**src/rtl/vga_keyboard_render.sv**
```systemverilog
// Pixel-colour stage for a 640x480 VGA raster: draws an NKEYS piano keyboard whose
// pressed keys show red and fade back to white over 7 frames. Two-clock latency.
module vga_keyboard_render #(
  parameter int NKEYS  = 16,
  parameter int KEY_W  = 40,
  parameter int KB_TOP = 320,
  parameter int UPD_Y  = 480,
  parameter int BG_B   = 2
) (
  input  logic             clk,
  input  logic             rst,
  input  logic [15:0]      x_in,
  input  logic [15:0]      y_in,
  input  logic             hs_in,
  input  logic             vs_in,
  input  logic [NKEYS-1:0] keys,
  output logic             hs_out,
  output logic             vs_out,
  output logic [2:0]       r,
  output logic [2:0]       g,
  output logic [2:0]       b
);

  localparam int KI_W = $clog2(NKEYS + 1);
  localparam int KP_W = (KEY_W > 1) ? $clog2(KEY_W) : 1;

  // Fade step: a held key jumps to full red, otherwise decay towards 0 without wrapping.
  function automatic logic [2:0] fade_step(input logic pressed, input logic [2:0] lvl);
    if (pressed)            return 3'd7;
    else if (lvl != 3'd0)   return lvl - 3'd1;
    else                    return 3'd0;
  endfunction

  function automatic logic [8:0] pixel_colour(
    input logic [15:0] x,
    input logic [15:0] y,
    input logic        in_kb,
    input logic        border,
    input logic [2:0]  lvl
  );
    if (x >= 16'd640 || y >= 16'd480) return 9'd0;
    else if (y < 16'(KB_TOP))         return {3'd0, 3'd0, 3'(BG_B)};
    else if (!in_kb)                  return 9'd0;
    else if (border)                  return 9'd0;
    else                              return {3'd7, 3'd7 - lvl, 3'd7 - lvl};
  endfunction

  logic            vld_p1_q, vld_p1_d;
  logic [15:0]     x_p1_q, x_p1_d;
  logic [15:0]     y_p1_q, y_p1_d;
  logic            hs_p1_q, hs_p1_d;
  logic            vs_p1_q, vs_p1_d;
  logic [KI_W-1:0] kidx_p1_q, kidx_p1_d;
  logic [KP_W-1:0] kpix_p1_q, kpix_p1_d;

  logic            hs_p2_q, hs_p2_d;
  logic            vs_p2_q, vs_p2_d;
  logic [8:0]      rgb_p2_q, rgb_p2_d;

  logic [2:0]      lvl_q [NKEYS];
  logic [2:0]      lvl_d [NKEYS];

  logic            in_kb_p1;
  logic [2:0]      lvl_sel_p1;
  logic            upd_p1;

  // Stage 0 -> 1: register the raster position and walk the key counters along the line.
  always_comb begin
    vld_p1_d = 1'b1;
    x_p1_d   = x_in;
    y_p1_d   = y_in;
    hs_p1_d  = hs_in;
    vs_p1_d  = vs_in;
    if (x_in == 16'd0) begin
      kidx_p1_d = '0;
      kpix_p1_d = '0;
    end else if (kidx_p1_q == KI_W'(NKEYS)) begin
      kidx_p1_d = kidx_p1_q;
      kpix_p1_d = '0;
    end else if (kpix_p1_q == KP_W'(KEY_W - 1)) begin
      kidx_p1_d = kidx_p1_q + 1'b1;
      kpix_p1_d = '0;
    end else begin
      kidx_p1_d = kidx_p1_q;
      kpix_p1_d = kpix_p1_q + 1'b1;
    end
  end

  // Stage 1 -> 2: colour lookup; an invalid stage-1 slot (just after reset) emits zeros.
  always_comb begin
    in_kb_p1   = (kidx_p1_q != KI_W'(NKEYS));
    lvl_sel_p1 = 3'd0;
    for (int i = 0; i < NKEYS; i++) begin
      if (kidx_p1_q == KI_W'(i)) lvl_sel_p1 = lvl_q[i];
    end
    if (vld_p1_q) begin
      hs_p2_d  = hs_p1_q;
      vs_p2_d  = vs_p1_q;
      rgb_p2_d = pixel_colour(x_p1_q, y_p1_q, in_kb_p1, (kpix_p1_q == '0), lvl_sel_p1);
    end else begin
      hs_p2_d  = 1'b0;
      vs_p2_d  = 1'b0;
      rgb_p2_d = 9'd0;
    end
  end

  // Levels change once per frame, below the visible area, so every visible row agrees.
  always_comb begin
    upd_p1 = vld_p1_q && (x_p1_q == 16'd0) && (y_p1_q == 16'(UPD_Y));
    for (int i = 0; i < NKEYS; i++) begin
      lvl_d[i] = upd_p1 ? fade_step(keys[i], lvl_q[i]) : lvl_q[i];
    end
  end

  always_ff @(posedge clk or posedge rst) begin
    if (rst) begin
      vld_p1_q  <= 1'b0;
      x_p1_q    <= '0;
      y_p1_q    <= '0;
      hs_p1_q   <= 1'b0;
      vs_p1_q   <= 1'b0;
      kidx_p1_q <= '0;
      kpix_p1_q <= '0;
      hs_p2_q   <= 1'b0;
      vs_p2_q   <= 1'b0;
      rgb_p2_q  <= '0;
      for (int i = 0; i < NKEYS; i++) lvl_q[i] <= 3'd0;
    end else begin
      vld_p1_q  <= vld_p1_d;
      x_p1_q    <= x_p1_d;
      y_p1_q    <= y_p1_d;
      hs_p1_q   <= hs_p1_d;
      vs_p1_q   <= vs_p1_d;
      kidx_p1_q <= kidx_p1_d;
      kpix_p1_q <= kpix_p1_d;
      hs_p2_q   <= hs_p2_d;
      vs_p2_q   <= vs_p2_d;
      rgb_p2_q  <= rgb_p2_d;
      for (int i = 0; i < NKEYS; i++) lvl_q[i] <= lvl_d[i];
    end
  end

  assign hs_out    = hs_p2_q;
  assign vs_out    = vs_p2_q;
  assign {r, g, b} = rgb_p2_q;

endmodule

```
**config.mk**
```make
export PLATFORM = sky130hd
export DESIGN_NAME = vga_keyboard_render
export DESIGN_NICKNAME = d
export VERILOG_FILES = /design/src/rtl/vga_keyboard_render.sv
export SDC_FILE = /design/constraint.sdc
export NUM_CORES = 1
export LEC_CHECK = 0
export CELL_PAD_IN_SITES_DETAIL_PLACEMENT = 1
export CELL_PAD_IN_SITES_GLOBAL_PLACEMENT = 1
export CORE_MARGIN = 8
export CORE_UTILIZATION = 46
export DETAILED_ROUTE_END_ITERATION = 7
export GPL_TIMING_DRIVEN = 1
export PLACE_DENSITY_LB_ADDON = 0.15
export SLEW_MARGIN = 15
export SYNTH_ARGS = -nofsm -noshare
export SYNTH_HDL_FRONTEND = slang
export SYNTH_SLANG_ARGS = --single-unit
```
**constraint.sdc**
```tcl
create_clock -name clk -period 5.4 [get_ports clk]
set_clock_uncertainty 0.1 [all_clocks]
set_input_delay 0.81 -clock clk [delete_from_list [all_inputs] [get_ports clk]]
set_output_delay 0.81 -clock clk [all_outputs]
set_load 0.01 [all_outputs]
```
### After elaboration in Yosys (flattened, before gate mapping)

Index checks and enable logic that the tools add are counted.

| operators by class | value |
|---|---|
| $add $sub $neg | 19 |
| multipliers | 0 |
| divide/modulo/power cells | 0 |
| $lt $le $gt $ge | 3 |
| eq/ne operators | 20 |
| shifts and indexed selects | 0 |
| muxes and demuxes | 61 |
| bitwise operators | 0 |
| reduce and logical (&&, ||, !) cells | 25 |

Operator list:

| cell | number |
|---|---|
| $mux 3 | 48 |
| $reduce_bool 3->1 | 16 |
| $sub 3x1->3 const B | 16 |
| $mux 9 | 5 |
| $eq 5x4->1 const B | 8 |
| $logic_not 16->1 | 2 |
| $eq 5x3->1 const B | 4 |
| $mux 6 | 3 |
| $eq 16x9->1 const B | 1 |
| $ge 16x10->1 const B | 1 |
| $ge 16x9->1 const B | 1 |
| $lt 16x9->1 const B | 1 |
| $mux 5 | 3 |
| $eq 5x2->1 const B | 2 |
| $add 6x1->6 const B | 1 |
| $eq 6x6->1 const B | 1 |
| $logic_not 6->1 | 1 |
| $add 5x1->5 const B | 1 |
| $eq 5x1->1 const B | 1 |
| $eq 5x5->1 const B | 1 |
| $logic_not 5->1 | 1 |
| $ne 5x5->1 const B | 1 |
| $sub 3x3->3 const A | 1 |
| $logic_and 1x1->1 | 2 |
| other kinds (5) | 6 |

| word-level totals | value |
|---|---|
| flip-flop bits (word level) | 105 |
| latch bits | 0 |
| bits in writable memories | 0 |
| ROM bits | 0 |
| output and inout port bits | 11 |
| memories | 0 |

### Depth between registers and ports, before layout

Gate-level depths: netlist of run 1.

| depth | value |
|---|---|
| depth in word-level cells | 23 |
| mapped depth | 10 |
| gate-level depth less buffers | 8 |

### Worst setup path before layout of run 1

Ideal clock, no wire load.

| path | value |
|---|---|
| kind | reg-to-reg |
| start point | register kidx_p1_q[0] |
| end point | register rgb_p2_q[1] |
| setup time | 0.119 ns |
| data arrival time | 1.989 ns |
| data required time | 5.181 ns |
| setup slack | 3.192 ns |
| stages on the path, launching flop included | 11 |
| cell sequence | dfrtp_1 ha_1 clkbuf_1 clkbuf_1 and3_1 ha_1 buf_1 nand2_1 nand2_1 o21ai_0 o21a_1 |

| between the ends | value |
|---|---|
| longest elaborated chain between the ends | 23 |

RTL lines:

| item | RTL line | RTL |
|---|---|---|
| start: declaration | 53 | `logic [KI_W-1:0] kidx_p1_q, kidx_p1_d;` |
| start signal: assignment | 134 | `kidx_p1_q <= kidx_p1_d;` |
| $logic_not 5->1 | 94 | `if (kidx_p1_q == KI_W'(i)) lvl_sel_p1 = lvl_q[i];` |
| $mux 3 (16 in a row) | 94 |  |
| $sub 3x3->3 | 45 | `else return {3'd7, 3'd7 - lvl, 3'd7 - lvl};` |
| $mux 9 | 44 | `else if (border) return 9'd0;` |
| $mux 9 (*) | 43 | `else if (!in_kb) return 9'd0;` |
| $mux 9 (*) | 42 | `else if (y < 16'(KB_TOP)) return {3'd0, 3'd0, 3'(BG_B)};` |
| $mux 9 (*) | 41 | `if (x >= 16'd640 \|\| y >= 16'd480) return 9'd0;` |
| $mux 9 (*) | 96 | `if (vld_p1_q) begin` |
| named net rgb_p2_d[1] | 58 | `logic [8:0] rgb_p2_q, rgb_p2_d;` |
| end signal: assignment | 138 | `rgb_p2_q <= rgb_p2_d;` |
| end: declaration | 58 |  |

The timed path passes the listed nets; every way through them passes the cells marked *.
A chain may end at the register's enable or synchronous reset.

### Worst setup path after layout of run 1

| path | value |
|---|---|
| start point | register x_p1_q[12] |
| end point | register lvl_q[1] (netlist name) |

| between the ends | value |
|---|---|
| longest elaborated chain between the ends | 3 |

RTL lines:

| item | RTL line | RTL |
|---|---|---|
| start: declaration | 49 | `logic [15:0] x_p1_q, x_p1_d;` |
| start signal: assignment | 130 | `x_p1_q <= x_p1_d;` |
| $logic_not 16->1 | 109 | `upd_p1 = vld_p1_q && (x_p1_q == 16'd0) && (y_p1_q == 16'(UPD_Y));` |
| $logic_and 1x1->1 (2 in a row) | 109 |  |
| end: declaration | 60 | `logic [2:0] lvl_q [NKEYS];` |

No other way between the ends.

==> results of run 1 <==
-- cells in the mapped netlist, drive strengths merged (5+ instances only) --
library cell  count  area (um2)
buf              15         110
nor3             21         135
nor4              8        62.6
o21ai            67         335
nand2            30         113
nor3b             5        37.5
nor2             67         251
a221oi            5        43.8
ha               39         488
a31oi             6        37.5
dfrtp           101        2530
nand4             6        37.5
nand3             5        30.0
nor2b            13        81.3
inv              43         161
a21oi            46         230
clkbuf           12        45.0
-- cells by family (layout without fill, tap and decap cells) --
group	after synthesis	in the layout	synth area share [%]
simple gates	178	178	17.6
fa+ha+maj	39	39	9.47
other cells	1	1	0.0728
buf+inv	70	123	6.14
compound gates	146	146	16.1
mux	2	2	0.388
flops	101	101	49.0
xor+xnor	7	7	1.19
-- power by group through the flow --
| stage | Combinational, mW | Sequential (mW) | Clock [mW] |
|---|---|---|---|
| finish | 0.323 | 0.852 | 0.522 |
| global route | 0.362 | 0.859 | 0.565 |
| detailed placement | 0.323 | 0.867 | 0 |
| CTS | 0.326 | 0.852 | 0.539 |
| floorplan | 0.227 | 0.846 | 0 |
| global placement | 0.310 | 0.863 | 0 |
-- layout by cell type, fill, tap and decap left out, drive strengths merged, types with 6 or more instances in the layout --
cell	instances
a21oi	46
a31oi	6
nor2	67
nor3	21
nor2b	13
clkbuf	9
o21ai	67
inv	46
nor4	8
dfrtp	101
nand2	30
ha	39
clkdlybuf4s50	62
nand4	6
-- worst max path at each step --
stage | from | endpoint | cells past startpoint
final | x_p1_q[12] | lvl_q[1] | 7
after global routing | x_p1_q[12] | lvl_q[1] | 7
after CTS | x_p1_q[12] | lvl_q[34] | 7
after detailed placement | rst | lvl_q[13] | 3
after global placement | rst | lvl_q[14] | 3
after floorplan | rst | hs_out | 1
-- registers in the layout, summed over array words and instances (netlist names), 5 cells and up --
register,count
kidx_p1_q,5
kpix_p1_q,6
lvl_q,48
rgb_p2_q,5
x_p1_q,16
y_p1_q,16
-- worst register-to-register path, delay by kind of cell (launching register included) --
kind / cells / cell delay [ps]
flip-flops: 1 / 370
AND/OR/NAND/NOR: 4 / 1150
AO/OA/AOI/OAI: 2 / 460
buffers and inverters: 1 / 370
-- area by class of cell --
class / count / area share [%]
tap: 140 / 2.91
clock buffer: 9 / 2.06
inverter: 43 / 2.72
clock inverter: 7 / 1.52
multi-input combinational: 373 / 38.3
timing repair buffer: 64 / 10.5
sequential: 101 / 41.9
-- metal layers --
layer  up-vias  routed length, um  global-route usage [%]  share of wire, %
met1      2065               5770                    23.2                45
met5         -                  0                       0                 0
met3         8                553                    4.86               4.3
met4         0                107                    3.93              0.83
met2        73               6490                    30.5                50
li1       1946                  -                       -                 -
==> out/metrics.cfg, run 1 <==
[placement]
hpwlAfterDp_um = 9460
dp.cells = 721
routabilityCongestion = 0.879
place_ws_ps = 2860
numPortBuffers = 62
placed_cell_area_um2 = 5810

[yosys]
synth-seq-cells = 101
synth_warnings = 0
seq_area_frac_synth_pct = 49.0
synthFlopType = dfrtp_1
synth_edf_count = 0
netlist_area_um2 = 5150
syn_nets = 635
synthDistinctLibCells = 54
synthArstFlopShare_pct = 100
synth.avg_cell_area_um2 = 9.47
synthesis.instances = 544

[setup_path]
slowest_delay_ps = 490
endpoint_kind = flop
r2r-end = lvl_q[1]
crit_family = simple AND/OR/NAND/NOR gates
critPathMaxFanout = 96
crit_type = flop to flop
rr_worst_depth = 7
cpMostUsedCell = o21ai_0
worstPathArrival_ps = 2750
cp_slowest_cell = nor4b_1
cp_num_buf_inv = 1
critPathLaunchType = flop
r2r_slack_ps = 2790
regToRegStartpoint = x_p1_q[12]
cp.required_ps = 5540
crit_path_cell_trace = nor4b_1 -> nand4_1 -> nor4_2 -> nand3_2 -> buf_4 -> o21ai_0 -> o21ai_0

[clock_tree]
clock-sinks = 101
clockRootBuffer = clkbuf_8
htreeDepth = 3
cts_hold_buf = 0
cts_buffers = 9
insertion_delay_ps = 390
post-cts-setup-buffer-count = 0
cts_resized = 0
clk_pin_slew_worst_paths_ps = 110
clk_path_buf_depth = 2
cts_tree = done

[final_layout]
final_area_um2 = 6030
nFillCells = 1263
sequential_cell_area_um2 = 2530
num_antenna_cells = 0
multi_input_area_um2 = 2310
finish.utilization_pct = 55.4
area_delta_synth_final_pct = 16.9
nets = 683
drive_gt1_share_pct = 4.86
stdcell_count = 737

[sta]
fmax_mhz = 384
fin_tns_setup_ps = 0
min_period_ps = 2610
worst_pin_slew_ps = 892
fin_ws_ps = 2790
timing.hold.ws_ps = 381
max_slew_margin_pct = 40.5
grt_setup_unrepaired = no
hold_viol = 0
period_share_pct = 48.3
finalSetupViolations = 0
final_max_slew_viol_count = 0

[pwr]
p_leak_nw = 2.60
p_comb_share_pct = 19.1
p_int_mw = 1.18
netSwitchingPower_mw = 0.521
sw_frac_of_total_pct = 30.7
p_seq_share_pct = 50.2
p_per_area_nw_per_um2 = 282
ir_worst_vdd_uv = 198
clkPwrFrac_pct = 30.8
total_power_mw = 1.70

[global_route]
grt_max_degree = 97
groute.usage.overall_pct = 18.3
antenna_found_initial = 0
grt_first_pass_wirelength_um = 21600
grt_overflow_total = 0
first_global_vias = 4296

[drt]
wl_per_cell_um = 17.5
postRouteAntennaNets = 0
firstDrtPassIters = 4
vias_per_cell = 5.55
via_count = 4092
drc = 0
wl_um = 12900
drtIter0Drc = 202

[die]
die_w_um = 122
start_util_pct = 47.3
io_pins = 63
num_rows = 38
die_area_um2 = 14800
die_h_um = 122
coreArea_um2 = 10900

[worst_hold_path]
holdPathEnd = hs_out
hp-start = hs_p1_q
hold_path_class = flop to flop
hold_depth = 1

[outcome]
status = finished, final reports clean

[flow_run]
maxCapViolCount = 0

(Power assumes the default switching activity.)
==> inputs of run 2 (changes only) <==
Settings changed: CORE_UTILIZATION 46 to 43.
Clock period 5.4 ns to 2.7 ns, I/O delays scaled along.
==> run 2 against run 1 <==
Non-clock buffer count increased by 9. Flip-flop and latch count did not move. Wire length up 0.92%. Global-route usage shrank 0.74 points. Critical path depth unchanged. Hold slack worse by 8.8 ps. Maximum frequency up 5.3%. Critical path type unchanged.
==> out/metrics.cfg, run 2 (same netlist as run 1, synthesis figures left out) <==
[outcome]
status = finished, final reports clean

[sta]
period_share_pct = 91.7
min_period_ps = 2480
worst_pin_slew_ps = 661
fin_tns_setup_ps = 0
fmax_mhz = 404
final_max_slew_viol_count = 0
grt_setup_unrepaired = no
fin_ws_ps = 224
hold_viol = 0
max_slew_margin_pct = 55.8
finalSetupViolations = 0

[worst_hold_path]
hold_path_class = flop to flop

[global_route]
grt_overflow_total = 0
grt_max_degree = 97
grt_first_pass_wirelength_um = 22400
antenna_found_initial = 0
first_global_vias = 4456
groute.usage.overall_pct = 17.5

[setup_path]
cp.required_ps = 2820
critPathLaunchType = flop
cp_num_buf_inv = 1
crit_family = simple AND/OR/NAND/NOR gates
slowest_delay_ps = 510
crit_path_cell_trace = nor4b_1 -> nand4_1 -> nor4_2 -> nand3_2 -> buf_12 -> o21ai_0 -> o21ai_0
critPathMaxFanout = 96
endpoint_kind = flop
cpMostUsedCell = o21ai_0
worstPathArrival_ps = 2600
cp_slowest_cell = nor4b_1
crit_type = flop to flop

[final_layout]
regMostFlops = lvl_q
reg_top3 = lvl_q x48, x_p1_q x16, y_p1_q x16
mostFrequentLayoutCell = dfrtp_1
drive_gt1_share_pct = 6.60
num_antenna_cells = 0
area_delta_synth_final_pct = 20.7
mostFrequentLayoutCells = 101 x dfrtp_1, 67 x nor2_1, 62 x clkdlybuf4s50_1
nets = 692
nFillCells = 1352
largest_reg_flops = 48

[clock_tree]
clockRootBuffer = clkbuf_16
post-cts-setup-buffer-count = 0
cts_buffers = 9
clk_path_buf_depth = 2
clock-sinks = 101
htreeDepth = 3
insertion_delay_ps = 360
clk_pin_slew_worst_paths_ps = 70
cts_tree = done

[drt]
wl_um = 13000
postRouteAntennaNets = 0
vias_per_cell = 5.41
wl_per_cell_um = 17.3
via_count = 4076
drtIter0Drc = 206
firstDrtPassIters = 5
drc = 0

[pwr]
p_leak_nw = 2.69
p_per_area_nw_per_um2 = 593
ir_worst_vdd_uv = 455

[placement]
hpwlAfterDp_um = 9840
numPortBuffers = 62
place_ws_ps = 180
routabilityCongestion = 0.881

[die]
num_rows = 40
die_w_um = 125
io_pins = 63
die_area_um2 = 15700
start_util_pct = 43.4
coreArea_um2 = 11900
die_h_um = 125

[flow_run]
maxCapViolCount = 0

==> run 2: cell count changes in the layout (fill, tap and decap cells not counted), moves of 2 or more <==
cell	before	now
ha_1	39	37
ha_2	0	2
buf_12	0	2
clkbuf_8	9	1
buf_4	2	9
clkbuf_16	0	9
==> run 2: area by class of cell <==
cell class	count	area [um2]	area share, %
Timing Repair Buffer	73	728	11.7
Tap cell	147	184	2.96
Sequential cell	101	2530	40.6
Inverter	43	165	2.66
Multi-Input combinational cell	373	2310	37.2
Clock inverter	6	60.1	0.966
Clock buffer	10	239	3.84
==> run 2: per-stage QoR <==
stage | hold WS, ps | power (mW) | area [um2] | std cells | util [%]
6_report | 372 | 3.69 | 6220 | 753 | 52.4
5_1_grt | 371 | 3.87 | 6220 | 753 | 52.4
2_1_floorplan | 334 | 2.15 | 5160 | 544 | -
4_1_cts | 369 | 3.73 | 6210 | 753 | 52.4
3_5_place_dp | 357 | 2.40 | 5910 | 737 | 49.9
3_3_place_gp | 337 | 2.37 | 5910 | 737 | 49.9
==> run 2: layer usage <==
layer | routed length (um) | global-route usage (%) | up-vias
li1 | - | - | 1963
met1 | 5760 | 21.4 | 2036
met2 | 6590 | 29.8 | 63
met3 | 486 | 4.25 | 14
met4 | 215 | 5.66 | 0
met5 | 0 | 0 | -
==> run 2: what timing repair did <==
action / CTS / global route
hold buffers: 0 / 0
resized for setup: 0 / 2
hold endpoints to repair: 0 / 0
setup endpoints to repair: 0 / 2
==> run 2: path summary, 6_finish.rpt <==
path	from	to	cells after the start	slack (ps)
max in group asynchronous	rst	x_p1_q[14]	3	1440
worst min-delay path	hs_p1_q	hs_out	1	370
worst min register to register	hs_p1_q	hs_out	1	370
min in group asynchronous	rst	lvl_q[18]	2	380
worst max register to register	x_p1_q[12]	lvl_q[10]	7	220
worst max-delay path	x_p1_q[12]	lvl_q[10]	7	220
==> run 2: power by group <==
| part | internal, mW | switching [mW] |
|---|---|---|
| sequential | 1.60 | 0.0984 |
| clock | 0.679 | 0.633 |
| combinational | 0.316 | 0.356 |
| total | 2.60 | 1.09 |
==> inputs of run 3 (changes only) <==
Settings changed: CELL_PAD_IN_SITES_DETAIL_PLACEMENT 1 to not set, CELL_PAD_IN_SITES_GLOBAL_PLACEMENT 1 to not set, CORE_UTILIZATION 43 to 55.
==> run 3 against run 2 <==
Wire length decreased by 12%. Critical path depth increased by 2. Via count about the same. Non-clock buffer count decreased by 4. Worst setup slack improved by 40 ps. Utilization increased by 14 points. Hold slack got worse by 160 ps. Critical path type unchanged. Highest routed layer unchanged.
==> out/metrics.cfg, run 3 (same netlist as run 1, synthesis figures left out) <==
[sta]
fin_tns_setup_ps = 0
min_period_ps = 2440
final_max_slew_viol_count = 0
worst_pin_slew_ps = 635
fmax_mhz = 411
period_share_pct = 90.2
finalSetupViolations = 0
max_slew_margin_pct = 57.7
grt_setup_unrepaired = no
hold_viol = 0

[clock_tree]
cts_tree = done
clk_path_buf_depth = 2
clk_pin_slew_worst_paths_ps = 110
clockRootBuffer = clkbuf_8
htreeDepth = 3
cts_buffers = 9
post-cts-setup-buffer-count = 0
cts_hold_buf = 0
clock-sinks = 101
insertion_delay_ps = 380
cts_resized = 0

[placement]
placed_cell_area_um2 = 5840
numPortBuffers = 62
routabilityCongestion = 0.870
hpwlAfterDp_um = 8430

[final_layout]
final_area_um2 = 6040
largest_reg_flops = 48
reg_top3 = lvl_q x48, x_p1_q x16, y_p1_q x16
area_delta_synth_final_pct = 17.2
nets = 688
mostFrequentLayoutCells = 101 x dfrtp_1, 67 x nor2_1, 62 x clkdlybuf4s50_1
num_antenna_cells = 0
mostFrequentLayoutCell = dfrtp_1
regMostFlops = lvl_q
drive_gt1_share_pct = 5.98

[drt]
drc = 0
vias_per_cell = 5.71
wl_um = 11400
wl_per_cell_um = 16.0
via_count = 4074
drtIter0Drc = 283
postRouteAntennaNets = 0
firstDrtPassIters = 5

[pwr]
p_leak_nw = 2.61
ir_worst_vdd_uv = 373
p_per_area_nw_per_um2 = 545

[setup_path]
endpoint_kind = flop
worstPathArrival_ps = 2590
crit_type = flop to flop
critPathMaxFanout = 9
regToRegStartpoint = kidx_p1_q[0]
cp-startpoint = kidx_p1_q[0]
cp.required_ps = 2860
critPathLaunchType = flop

[global_route]
grt_first_pass_wirelength_um = 19200
groute.usage.overall_pct = 18.6
first_global_vias = 3855
grt_overflow_total = 0
antenna_found_initial = 0
grt_max_degree = 97

[die]
coreArea_um2 = 9150
num_rows = 35
io_pins = 63
die_w_um = 113
die_h_um = 113
die_area_um2 = 12700
start_util_pct = 56.3

[flow_run]
maxCapViolCount = 0

[worst_hold_path]
hold_path_class = input pin to asynchronous set/reset pin

[outcome]
status = finished, final reports clean

-- run 3: cell count changes in the layout (fill, tap and decap cells not counted) --
cell,previous run,this run
buf_4,9,5
clkbuf_16,9,0
clkbuf_8,1,9
clkinv_8,0,1
clkinvlp_4,1,3
inv_6,2,0
-- run 3: final timing paths --
kind / end / slack [ps] / depth (start not counted)
worst max-delay path: rgb_p2_q[3] / 260 / 9
worst min-delay path: vs_p1_q / 220 / 2
worst max register to register: rgb_p2_q[3] / 260 / 9
worst min register to register: hs_out / 370 / 1
max in group asynchronous: lvl_q[29] / 1550 / 3
min in group clk: hs_p1_q / 360 / 1
-- run 3: area by class of cell --
cell class / count / area [um2]
Fill cell: 708 / 3110
Inverter: 43 / 165
Clock buffer: 9 / 124
Clock inverter: 7 / 73.8
Sequential cell: 101 / 2530
Timing Repair Buffer: 69 / 698
Multi-Input combinational cell: 373 / 2310
Tap cell: 111 / 139
-- run 3: power breakdown --
part / switching, mW / internal [mW] / leakage, nW
clock: 0.580 / 0.364 / 0.0942
sequential: 0.0967 / 1.60 / 1.11
combinational: 0.343 / 0.309 / 1.41
-- run 3: through the flow --
stage | util [%] | hold WS, ps | worst slack [ps] | power [mW] | std cells
6_report | 66.0 | 215 | 264 | 3.29 | 713
3_3_place_gp | 63.8 | 338 | 306 | 2.35 | 697
4_1_cts | 66.0 | 209 | 207 | 3.32 | 713
2_1_floorplan | - | 334 | 492 | 2.15 | 544
5_1_grt | 66.0 | 207 | 64.6 | 3.49 | 713
3_5_place_dp | 63.8 | 340 | 242 | 2.37 | 697
-- run 3: critical path, stage by stage (launching register included) --
cell and delay [ps]:
dfrtp_1 450, inv_1 100, ha_1 330, buf_4 200, nor2b_1 120, o21ai_1 220
a22oi_1 110, o311ai_0 360, a211oi_1 130, o21a_1 200
-- run 3: metal layers --
| metal | GRT usage (%) | wire [um] | vias up |
|---|---|---|---|
| met5 | 0 | 0 | - |
| met4 | 4.23 | 91 | 0 |
| met3 | 4.37 | 547 | 9 |
| met2 | 29.3 | 5590 | 120 |
| met1 | 25.5 | 5190 | 1983 |
| li1 | - | - | 1962 |
